## src/rtl/ram_port_arbiter.sv

```systemverilog
// Round-robin arbiter sharing one port of a 16x8 RAM between N requesters.
// Grants are combinational; read data returns one cycle after the grant with a per-requester valid.

module ram_port_arbiter #(
   parameter int unsigned N         = 4,
   parameter int unsigned MAX_BURST = 4
) (
   input  logic           clk,
   input  logic           rst_n,
   input  logic [N-1:0]   req,
   input  logic [N-1:0]   lock,
   input  logic [N-1:0]   we,
   input  logic [4*N-1:0] addr,
   input  logic [8*N-1:0] wdata,
   output logic [N-1:0]   gnt,
   output logic [N-1:0]   rvalid,
   output logic [7:0]     rdata,
   output logic           mem_we,
   output logic [3:0]     mem_addr,
   output logic [7:0]     mem_wdata,
   input  logic [7:0]     mem_rdata
);

   localparam int unsigned IW       = (N > 1) ? $clog2(N) : 1;
   localparam logic [3:0]  MaxBurst = 4'(MAX_BURST);

   typedef logic [IW-1:0] idx_t;
   typedef enum logic [0:0] {StIdle, StOwned} state_e;

   state_e       state_q, state_d;
   idx_t         ptr_q, ptr_d;
   idx_t         owner_q, owner_d;
   logic [3:0]   burst_q, burst_d;
   logic [N-1:0] rvalid_q, rvalid_d;

   idx_t         scan_base, scan_idx, gnt_idx, sel_idx;
   logic         scan_hit, owner_req, gnt_any, others_wait;
   logic [3:0]   burst_inc;

   function automatic idx_t next_idx(input idx_t i);
      if (i == idx_t'(N - 1)) return '0;
      return idx_t'(i + 1'b1);
   endfunction

   function automatic idx_t wrap_add(input idx_t base, input int unsigned k);
      int unsigned s;
      s = 32'(base) + k;
      if (s >= N) s = s - N;
      return idx_t'(s);
   endfunction

   // Round-robin scan; while owned, the scan starts just past the owner so a
   // dropped owner hands over in the same cycle.
   always_comb begin
      scan_base = (state_q == StOwned) ? next_idx(owner_q) : ptr_q;
      scan_hit  = 1'b0;
      scan_idx  = '0;
      for (int k = int'(N) - 1; k >= 0; k--) begin
         if (req[wrap_add(scan_base, unsigned'(k))]) begin
            scan_hit = 1'b1;
            scan_idx = wrap_add(scan_base, unsigned'(k));
         end
      end
   end

   always_comb begin
      owner_req = (state_q == StOwned) && req[owner_q];
      gnt_any   = rst_n && (owner_req || scan_hit);
      gnt_idx   = owner_req ? owner_q : scan_idx;
      gnt       = '0;
      if (gnt_any) gnt[gnt_idx] = 1'b1;
      others_wait = |(req & ~gnt);
   end

   // With no grant the port shows requester 0's fields, but never writes.
   always_comb begin
      sel_idx   = gnt_any ? gnt_idx : '0;
      mem_we    = gnt_any && we[sel_idx];
      mem_addr  = rst_n ? addr[4*sel_idx +: 4] : 4'd0;
      mem_wdata = rst_n ? wdata[8*sel_idx +: 8] : 8'd0;
   end

   always_comb begin
      state_d   = state_q;
      ptr_d     = ptr_q;
      owner_d   = owner_q;
      burst_d   = burst_q;
      burst_inc = (burst_q >= MaxBurst) ? MaxBurst : burst_q + 4'd1;
      rvalid_d  = gnt & ~we;

      unique case (state_q)
         StIdle: begin
            if (gnt_any) begin
               if (lock[gnt_idx] && !(MaxBurst == 4'd1 && others_wait)) begin
                  state_d = StOwned;
                  owner_d = gnt_idx;
                  burst_d = 4'd1;
               end else begin
                  ptr_d = next_idx(gnt_idx);
               end
            end
         end
         StOwned: begin
            if (owner_req) begin
               if (!lock[owner_q] || (burst_inc == MaxBurst && others_wait)) begin
                  state_d = StIdle;
                  ptr_d   = next_idx(owner_q);
                  burst_d = 4'd0;
               end else begin
                  burst_d = burst_inc;
               end
            end else begin
               state_d = StIdle;
               ptr_d   = next_idx(owner_q);
               burst_d = 4'd0;
               if (gnt_any) begin
                  if (lock[gnt_idx] && !(MaxBurst == 4'd1 && others_wait)) begin
                     state_d = StOwned;
                     owner_d = gnt_idx;
                     burst_d = 4'd1;
                  end else begin
                     ptr_d = next_idx(gnt_idx);
                  end
               end
            end
         end
      endcase
   end

   always_ff @(posedge clk or negedge rst_n) begin
      if (!rst_n) begin
         state_q  <= StIdle;
         ptr_q    <= '0;
         owner_q  <= '0;
         burst_q  <= 4'd0;
         rvalid_q <= '0;
      end else begin
         state_q  <= state_d;
         ptr_q    <= ptr_d;
         owner_q  <= owner_d;
         burst_q  <= burst_d;
         rvalid_q <= rvalid_d;
      end
   end

   assign rvalid = rvalid_q;
   assign rdata  = mem_rdata;

endmodule

```

## config.mk

```make
export PLATFORM = sky130hd
export DESIGN_NAME = ram_port_arbiter
export DESIGN_NICKNAME = d
export VERILOG_FILES = /design/src/rtl/ram_port_arbiter.sv
export SDC_FILE = /design/constraint.sdc
export NUM_CORES = 1
export LEC_CHECK = 0
export CAP_MARGIN = 10
export CORE_MARGIN = 2
export CORE_UTILIZATION = 42
export DETAILED_ROUTE_END_ITERATION = 8
export PLACE_DENSITY_LB_ADDON = 0.12
export SETUP_SLACK_MARGIN = 0.02
export SLEW_MARGIN = 20
export SYNTH_ARGS = -nofsm -noshare
export SYNTH_HDL_FRONTEND = slang
export SYNTH_SLANG_ARGS = --single-unit
```

## constraint.sdc

```tcl
create_clock -name clk -period 8.5 [get_ports clk]
set_input_delay 1.7 -clock clk [delete_from_list [all_inputs] [get_ports clk]]
set_output_delay 1.7 -clock clk [all_outputs]
set_load 0.02 [all_outputs]
```

==> results of run 1 <==
cells in the final DEF (no fill, tap or decap), types with 3 or more instances in the layout:
cell type,instances
nand2b_1,3
nor2b_1,5
ha_1,6
nand2_1,24
a211oi_1,4
dfrtp_1,13
o211a_1,12
mux2_2,13
inv_1,6
mux2i_1,16
clkdlybuf4s50_1,82
a22oi_1,4
nand3_1,3
and2_1,6
nor2_1,5
clkbuf_8,3
state kept, by name (all words and copies together), names as in the netlist:
signal   count
owner_q      2
rvalid       4
state_q      1
ptr_q        2
burst_q      4
cells by family (layout without fill, tap and decap cells):
logic type	count (synthesis)	after routing
adder cells (fa/ha/maj)	6	6
multiplexers	32	32
flip-flops	13	13
AO/OA/AOI/OAI	51	51
AND/OR/NAND/NOR	57	57
buffers and inverters	24	96
stage by stage:
| stage | hold WS [ns] | instance area, µm² | cells |
|---|---|---|---|
| after CTS | 0.503 | 2520 | 305 |
| after floorplan | 0.470 | 1700 | 183 |
| after global placement | 0.493 | 2480 | 301 |
| after global routing | 0.516 | 2520 | 305 |
| after detailed placement | 0.489 | 2480 | 301 |
| final | 0.498 | 2520 | 305 |
metal layers:
layer	GRT usage, %	routed length [µm]	vias to the layer above
li1	-	-	830
met1	26.6	1930	803
met2	37.5	2300	90
met3	4.83	467	12
met4	7.40	95	0
met5	0	0	-
final cells by class:
type                    count  area [µm²]  share of cell area (%)
multi-input cells         146        1220                    48.3
repair buffers             84         836                    33.1
flip-flops and latches     13         325                    12.9
well taps                  50        62.6                    2.48
clock buffers               4        45.0                    1.79
inverters                   8        35.0                    1.39
how the worst min path moves through the flow:
stage | to | slack, ns | cells past startpoint
after floorplan | burst_q[1] | 0.47 | 1
after global placement | burst_q[1] | 0.49 | 1
after detailed placement | burst_q[1] | 0.49 | 1
after CTS | burst_q[1] | 0.50 | 1
after global routing | burst_q[1] | 0.52 | 1
final | burst_q[1] | 0.50 | 1
cell usage after synthesis, types with 2 or more instances:
| library cell | count |
|---|---|
| ha_1 | 6 |
| a221oi_2 | 2 |
| a221oi_1 | 2 |
| buf_6 | 2 |
| nand2_1 | 24 |
| and3_2 | 2 |
| o211a_1 | 12 |
| o21ai_0 | 2 |
| nand2b_1 | 3 |
| and2_1 | 6 |
| buf_4 | 9 |
| or2_2 | 2 |
| a211oi_1 | 4 |
| nor2_1 | 5 |
| inv_1 | 6 |
| mux2i_1 | 16 |
| nor2b_1 | 5 |
| mux2_2 | 13 |
| a22oi_1 | 4 |
| nor2_2 | 2 |
| dfrtp_1 | 13 |
| o21ai_1 | 2 |
| o21a_1 | 2 |
| nand3_1 | 3 |
| buf_2 | 3 |
where the power goes:
group          total, mW  internal [mW]  leakage, nW  switching [mW]
logic              0.530          0.253        0.906           0.278
registers          0.105         0.0824        0.167          0.0230
clock network     0.0578         0.0332       0.0228          0.0246
total              0.694          0.368         1.10           0.325
worst max-delay path: stages:
cell and delay [ns]:
clkdlybuf4s50_1 0.54, mux4_2 0.58, nand2_1 0.12, a31o_1 0.14
buf_4 0.29, inv_6 0.09, nor2_2 0.67, mux2_2 0.42
o211a_1 0.21, clkdlybuf4s50_1 0.54
==> out/metrics.csv, run 1 <==
stage,metric,value,unit
clocking,CTS tree,yes,
setup_path,Critical Path AT,5.30,ns
yosys,sequential area share after synthesis,19.1,%
pwr,PwrDens,275,nW/µm²
clocking,"Setup Fix Bufs, Post-CTS",0,
timing,worst slew pin tran,0.852,ns
yosys,"top cells by area, synth","dfrtp_1 19%, mux2i_1 9.4%, mux2_2 8.6%",
floorplan,DIE AREA,4580,µm²
timing,RSZ-0062 raised after global routing,no,
yosys,number of synthesized flops with an enable pin,0,
yosys,post-synthesis compound-gate area fraction,28.5,%
finish,filler cell count,351,
pwr,Lkg Pwr,1.10,nW
yosys,Post-Synthesis Cells,183,
routing,total number of vias,1735,
yosys,area of the mapped netlist,1700,µm²
finish,antenna cells,0,
clocking,CTS H-tree depth,1,
grt,initial antenna violation count,0,
floorplan,num rows,23,
pwr,Power Total,0.694,mW
clocking,CTS Sinks,13,
grt,number of global-route vias before repair,1647,
yosys,multiplexer area fraction after synthesis,21.8,%
clocking,"Hold-fix buffers, CTS",0,
pwr,peak supply drop,0.0968,mV
setup_path,Critical Path Sink Type,primary output,
flow_run,Max-Cap Viols,0,
clocking,TritonCTS buffer count,3,
timing,endpoints failing hold,0,
finish,layout cells sized above 1,14.5,%
yosys,ys async rst share,100,%
timing,Worst slew margin,43.2,%
timing,Clock Skew,0.00687,ns
clocking,Skew-Pair Late Insertion Delay,0.25,ns
setup_path,worst r2r src,owner_q[1],
floorplan,Die Width,67.7,µm
grt,GRT Residual Overflow,0,
setup_path,CP Capture Point,mem_wdata[5],
finish,Area Growth Syn to Fin,48.2,%
yosys,Adder-Cell Fraction of Synth Area,4.41,%
placed_design,GP Congestion,0.941,
routing,drt first pass iters,4,
placed_design,Setup WS pre-CTS,1.50,ns
setup_path,FF-to-FF path depth,14,
finish,Nets,332,
yosys,"FF+latch count, synth",13,
status,status,finished clean,
setup_path,reg2reg setup slack,4.45,ns
yosys,synth warn,0,
grt,largest net degree at the start of global routing,32,
setup_path,worst setup path start,req[0],
finish,utilization after layout,64.0,%
grt,global-route wire length before repair,7610,µm
routing,DRC,0,
timing,setup slack after layout,1.50,ns
placed_design,post-detail-place hpwl,3710,µm
setup_path,CP startpoint kind,primary input,
timing,Fin Setup TNS,0,ns
routing,DR WL/cell,15.7,µm
hold_path,hold path start,burst_q[1],
yosys,syn nets,259,
yosys,main combinational cell family by area after synthesis,compound AO/OA/AOI/OAI gates,
floorplan,initial core utilization,43.2,%
clocking,worst-case clock buffer depth,2,
yosys,Yosys top cell area share,19.1,%
yosys,Synth area leader,dfrtp_1,
timing,Period minus WS final,7.00,ns
yosys,XOR/XNOR Fraction of Synth Area,0,%
clocking,Clock Pin Slew Worst Setup and Hold Paths,0.05,ns
setup_path,end of the worst register-to-register path,ptr_q[0],
clocking,CTS resizes,0,
floorplan,core box area,3940,µm²
setup_path,worst endpoint required time,6.80,ns
timing,period utilization,82.4,%
yosys,Unique masters post-synth,58,
setup_path,"Max FO, Critical Path",17,
timing,# setup viols final,0,
yosys,most common flop cell mapped by yosys,dfrtp_1,
clocking,CTS root buffer,clkbuf_8,
routing,vias per std cell,5.69,
floorplan,io pins,99,
yosys,synthesized area per cell,9.30,µm²
floorplan,die height,67.7,µm
routing,final wirelength,4790,µm
hold_path,Hold Path Class,reg -> reg,
setup_path,WS Path Type,in -> out,
placed_design,# port buffers,82,
yosys,Post-Synth Simple-Gate Area,17.0,%
timing,final-report max-slew violation count,0,
routing,Starting DRT DRC Count,148,
routing,DRT antenna net count,0,
grt,Total GRT Usage,21.8,%
timing,Max Clk Rate,143,MHz
No activity file was read; power rests on OpenSTA's default activity.
==> inputs of run 2 (changes only) <==
- CORE_UTILIZATION: 42 -> 39
- clock period: 8.5 -> 6.8 ns (I/O delays scaled with it)
==> run 2 against run 1 <==
  * Non-clock buffer count grew 2
  * Clock skew shrank 0.0026 ns
  * Sequential cell count is the same
  * Register-to-register slack lost 1.6 ns
  * Highest routed layer unchanged
  * Sequential power is 27% higher
  * Critical endpoint is now mem_wdata[1]
  * Global-route usage shrank 1.2 points
  * Setup slack lost 0.75 ns
  * Hold slack improved by 0.0087 ns
  * Count of clock-buffer cells in the layout stayed put
  * Sequential share of layout area fell by 0.089 points
  * Die area up 7.2%
==> out/metrics.csv, run 2 (synthesis results as in run 1) <==
stage,metric,value,unit,change
routing,DRC,0,,unchanged
clocking,Clock Pin Slew Worst Setup and Hold Paths,0.06,ns,about the same
finish,Nets,334,,+0.60%
pwr,NetSw,0.402,mW,+24%
routing,Starting DRT DRC Count,90,,-39%
timing,period utilization,89.0,%,
clocking,TritonCTS buffer count,3,,unchanged
clocking,"Setup Fix Bufs, Post-CTS",0,,unchanged
finish,Sequential Area,325,µm²,unchanged
setup_path,Critical Path Slowest Stage Cell,nor2_2,,
grt,M2 GR Usage,34.0,%,-3.5 points
floorplan,die height,70.1,µm,+3.6%
setup_path,CP startpoint kind,primary input,,
finish,layout cells sized above 1,15.2,%,+0.67 points
routing,final wirelength,4920,µm,+2.7%
hold_path,Hold Path Class,reg -> reg,,
pwr,sequential power share,15.3,%,about the same
routing,DRT antenna net count,0,,unchanged
grt,met1 GRT Util,27.3,%,+0.71 points
grt,GRT Residual Overflow,0,,unchanged
grt,initial antenna violation count,0,,unchanged
grt,global-route wire length before repair,8170,µm,+7.3%
setup_path,Worst path max stage delay,0.62,ns,-0.05 ns
placed_design,GP Congestion,0.962,,+2.2%
routing,drt first pass iters,4,,unchanged
clocking,Skew-Pair Late Insertion Delay,0.25,ns,about the same
pwr,PwrDens,341,nW/µm²,+24%
floorplan,Die Width,70.1,µm,+3.6%
setup_path,"Max FO, Critical Path",16,,-1
floorplan,io pins,99,,unchanged
pwr,Pint,0.464,mW,+26%
grt,Total GRT Usage,20.6,%,-1.2 points
finish,most common library cell in the layout ignoring fill and taps,clkdlybuf4s50_1,,
clocking,worst-case clock buffer depth,2,,unchanged
finish,Multi-input gate area,1220,µm²,unchanged
placed_design,"Cell Area, Placed",2490,µm²,+0.71%
floorplan,core box area,4260,µm²,+8.2%
floorplan,num rows,24,,+4.3%
grt,M3 GR Usage,5.05,%,+0.22 points
clocking,CTS H-tree depth,1,,unchanged
placed_design,post-detail-place hpwl,3990,µm,+7.6%
floorplan,DIE AREA,4910,µm²,+7.2%
finish,Area Growth Syn to Fin,49.3,%,
timing,RSZ-0062 raised after global routing,no,,
floorplan,initial core utilization,39.9,%,-3.3 points
setup_path,FF-to-FF path depth,13,,-1
pwr,Power Total,0.866,mW,+25%
timing,# setup viols final,0,,unchanged
routing,DR WL/cell,15.9,µm,+1.3%
clocking,CTS resizes,0,,unchanged
status,status,finished clean,,
timing,worst slew pin tran,0.782,ns,-0.0696 ns
finish,"final std cell area, no fill",2540,µm²,+0.69%
setup_path,WS Path Type,in -> out,,
clocking,CTS Sinks,13,,unchanged
finish,filler cell count,395,,+13%
setup_path,"Cell Chain, Critical Path","clkdlybuf4s50_1, mux4_2, nand2_1, a31o_1, inv_6, nor2_2, mux2_2, o211a_1, clkdlybuf4s50_1",,
hold_path,hold depth,1,,unchanged
clocking,"Hold-fix buffers, CTS",0,,unchanged
pwr,clock network power share,8.2,%,about the same
setup_path,Critical Path AT,4.69,ns,-0.61 ns
pwr,peak supply drop,0.139,mV,+44%
timing,Worst slew margin,47.8,%,+4.6 points
pwr,Lkg Pwr,1.11,nW,+0.91%
pwr,Comb pwr share,76.5,%,about the same
timing,Clock Skew,0.00430,ns,-0.00257 ns
pwr,Sw Ratio,46.4,%,-0.46 points
setup_path,Critical Path Sink Type,primary output,,
clocking,CTS tree,yes,,
grt,largest net degree at the start of global routing,31,,-3.1%
timing,Max Clk Rate,165,MHz,
timing,final-report max-slew violation count,0,,unchanged
placed_design,# port buffers,82,,unchanged
setup_path,worst endpoint required time,5.44,ns,-1.36 ns
routing,total number of vias,1694,,-2.4%
finish,most frequent cells in the layout,"82 x clkdlybuf4s50_1, 24 x nand2_1, 16 x mux2i_1",,
clocking,CTS root buffer,clkbuf_8,,
finish,antenna cells,0,,unchanged
routing,vias per std cell,5.48,,-3.6%
timing,Period minus WS final,6.05,ns,
timing,Fin Setup TNS,0,ns,unchanged
flow_run,Max-Cap Viols,0,,unchanged
setup_path,Most common cell on crit path,clkdlybuf4s50_1,,
timing,endpoints failing hold,0,,unchanged
finish,utilization after layout,59.6,%,-4.4 points
grt,number of global-route vias before repair,1736,,+5.4%
grt,global routing's busiest layer,met2,,
## run 2: changes by cell type in the layout (fill, tap and decap cells not counted), sizes merged
| cell | before | now |
|---|---|---|
| buf | 2 | 4 |
## run 2: power by group through the flow
stage | sequential, mW | combinational (mW) | clock (mW)
finish | 0.133 | 0.663 | 0.0706
global placement | 0.133 | 0.661 | 0
floorplan | 0.127 | 0.490 | 0
CTS | 0.133 | 0.662 | 0.0737
global route | 0.137 | 0.721 | 0.0780
detailed placement | 0.134 | 0.659 | 0
## run 2: area by class of cell
type | count | area share [%]
Timing Repair Buffer | 86 | 33.5
Sequential cell | 13 | 12.8
Multi-Input combinational cell | 146 | 48.0
Tap cell | 52 | 2.56
Clock buffer | 4 | 1.77
Inverter | 8 | 1.38
## run 2: worst paths after layout
| path | start | to | slack (ns) |
|---|---|---|---|
| min in group asynchronous | rst_n | owner_q[1] | 1.64 |
| setup reg to reg | owner_q[1] | ptr_q[0] | 2.90 |
| setup / recovery | req[1] | mem_wdata[1] | 0.75 |
| hold reg to reg | burst_q[1] | burst_q[1] | 0.51 |
| hold / removal | burst_q[1] | burst_q[1] | 0.51 |
| max in group asynchronous | rst_n | rvalid[1] | 4.91 |
## run 2: routing by layer
layer  up-vias  wire (µm)
met2        68       2370
met5         -          0
li1        837          -
met1       781       2160
met3         8        349
met4         0         42
## run 2: stage by stage
stage | setup slack [ns] | hold slack, ns | instances
after floorplan | 2.00 | 0.470 | 183
after global placement | 0.765 | 0.487 | 305
after detailed placement | 0.747 | 0.494 | 305
after CTS | 0.740 | 0.511 | 309
after global routing | 0.494 | 0.526 | 309
final | 0.747 | 0.507 | 309
## run 2: worst max-delay path, delay by kind of cell
kind                   cells  cell delay [ns]
and+or+nand+nor            2             0.74
buffers and inverters      3             1.14
AOI/OAI and AO/OA          2             0.44
muxes                      2             0.99
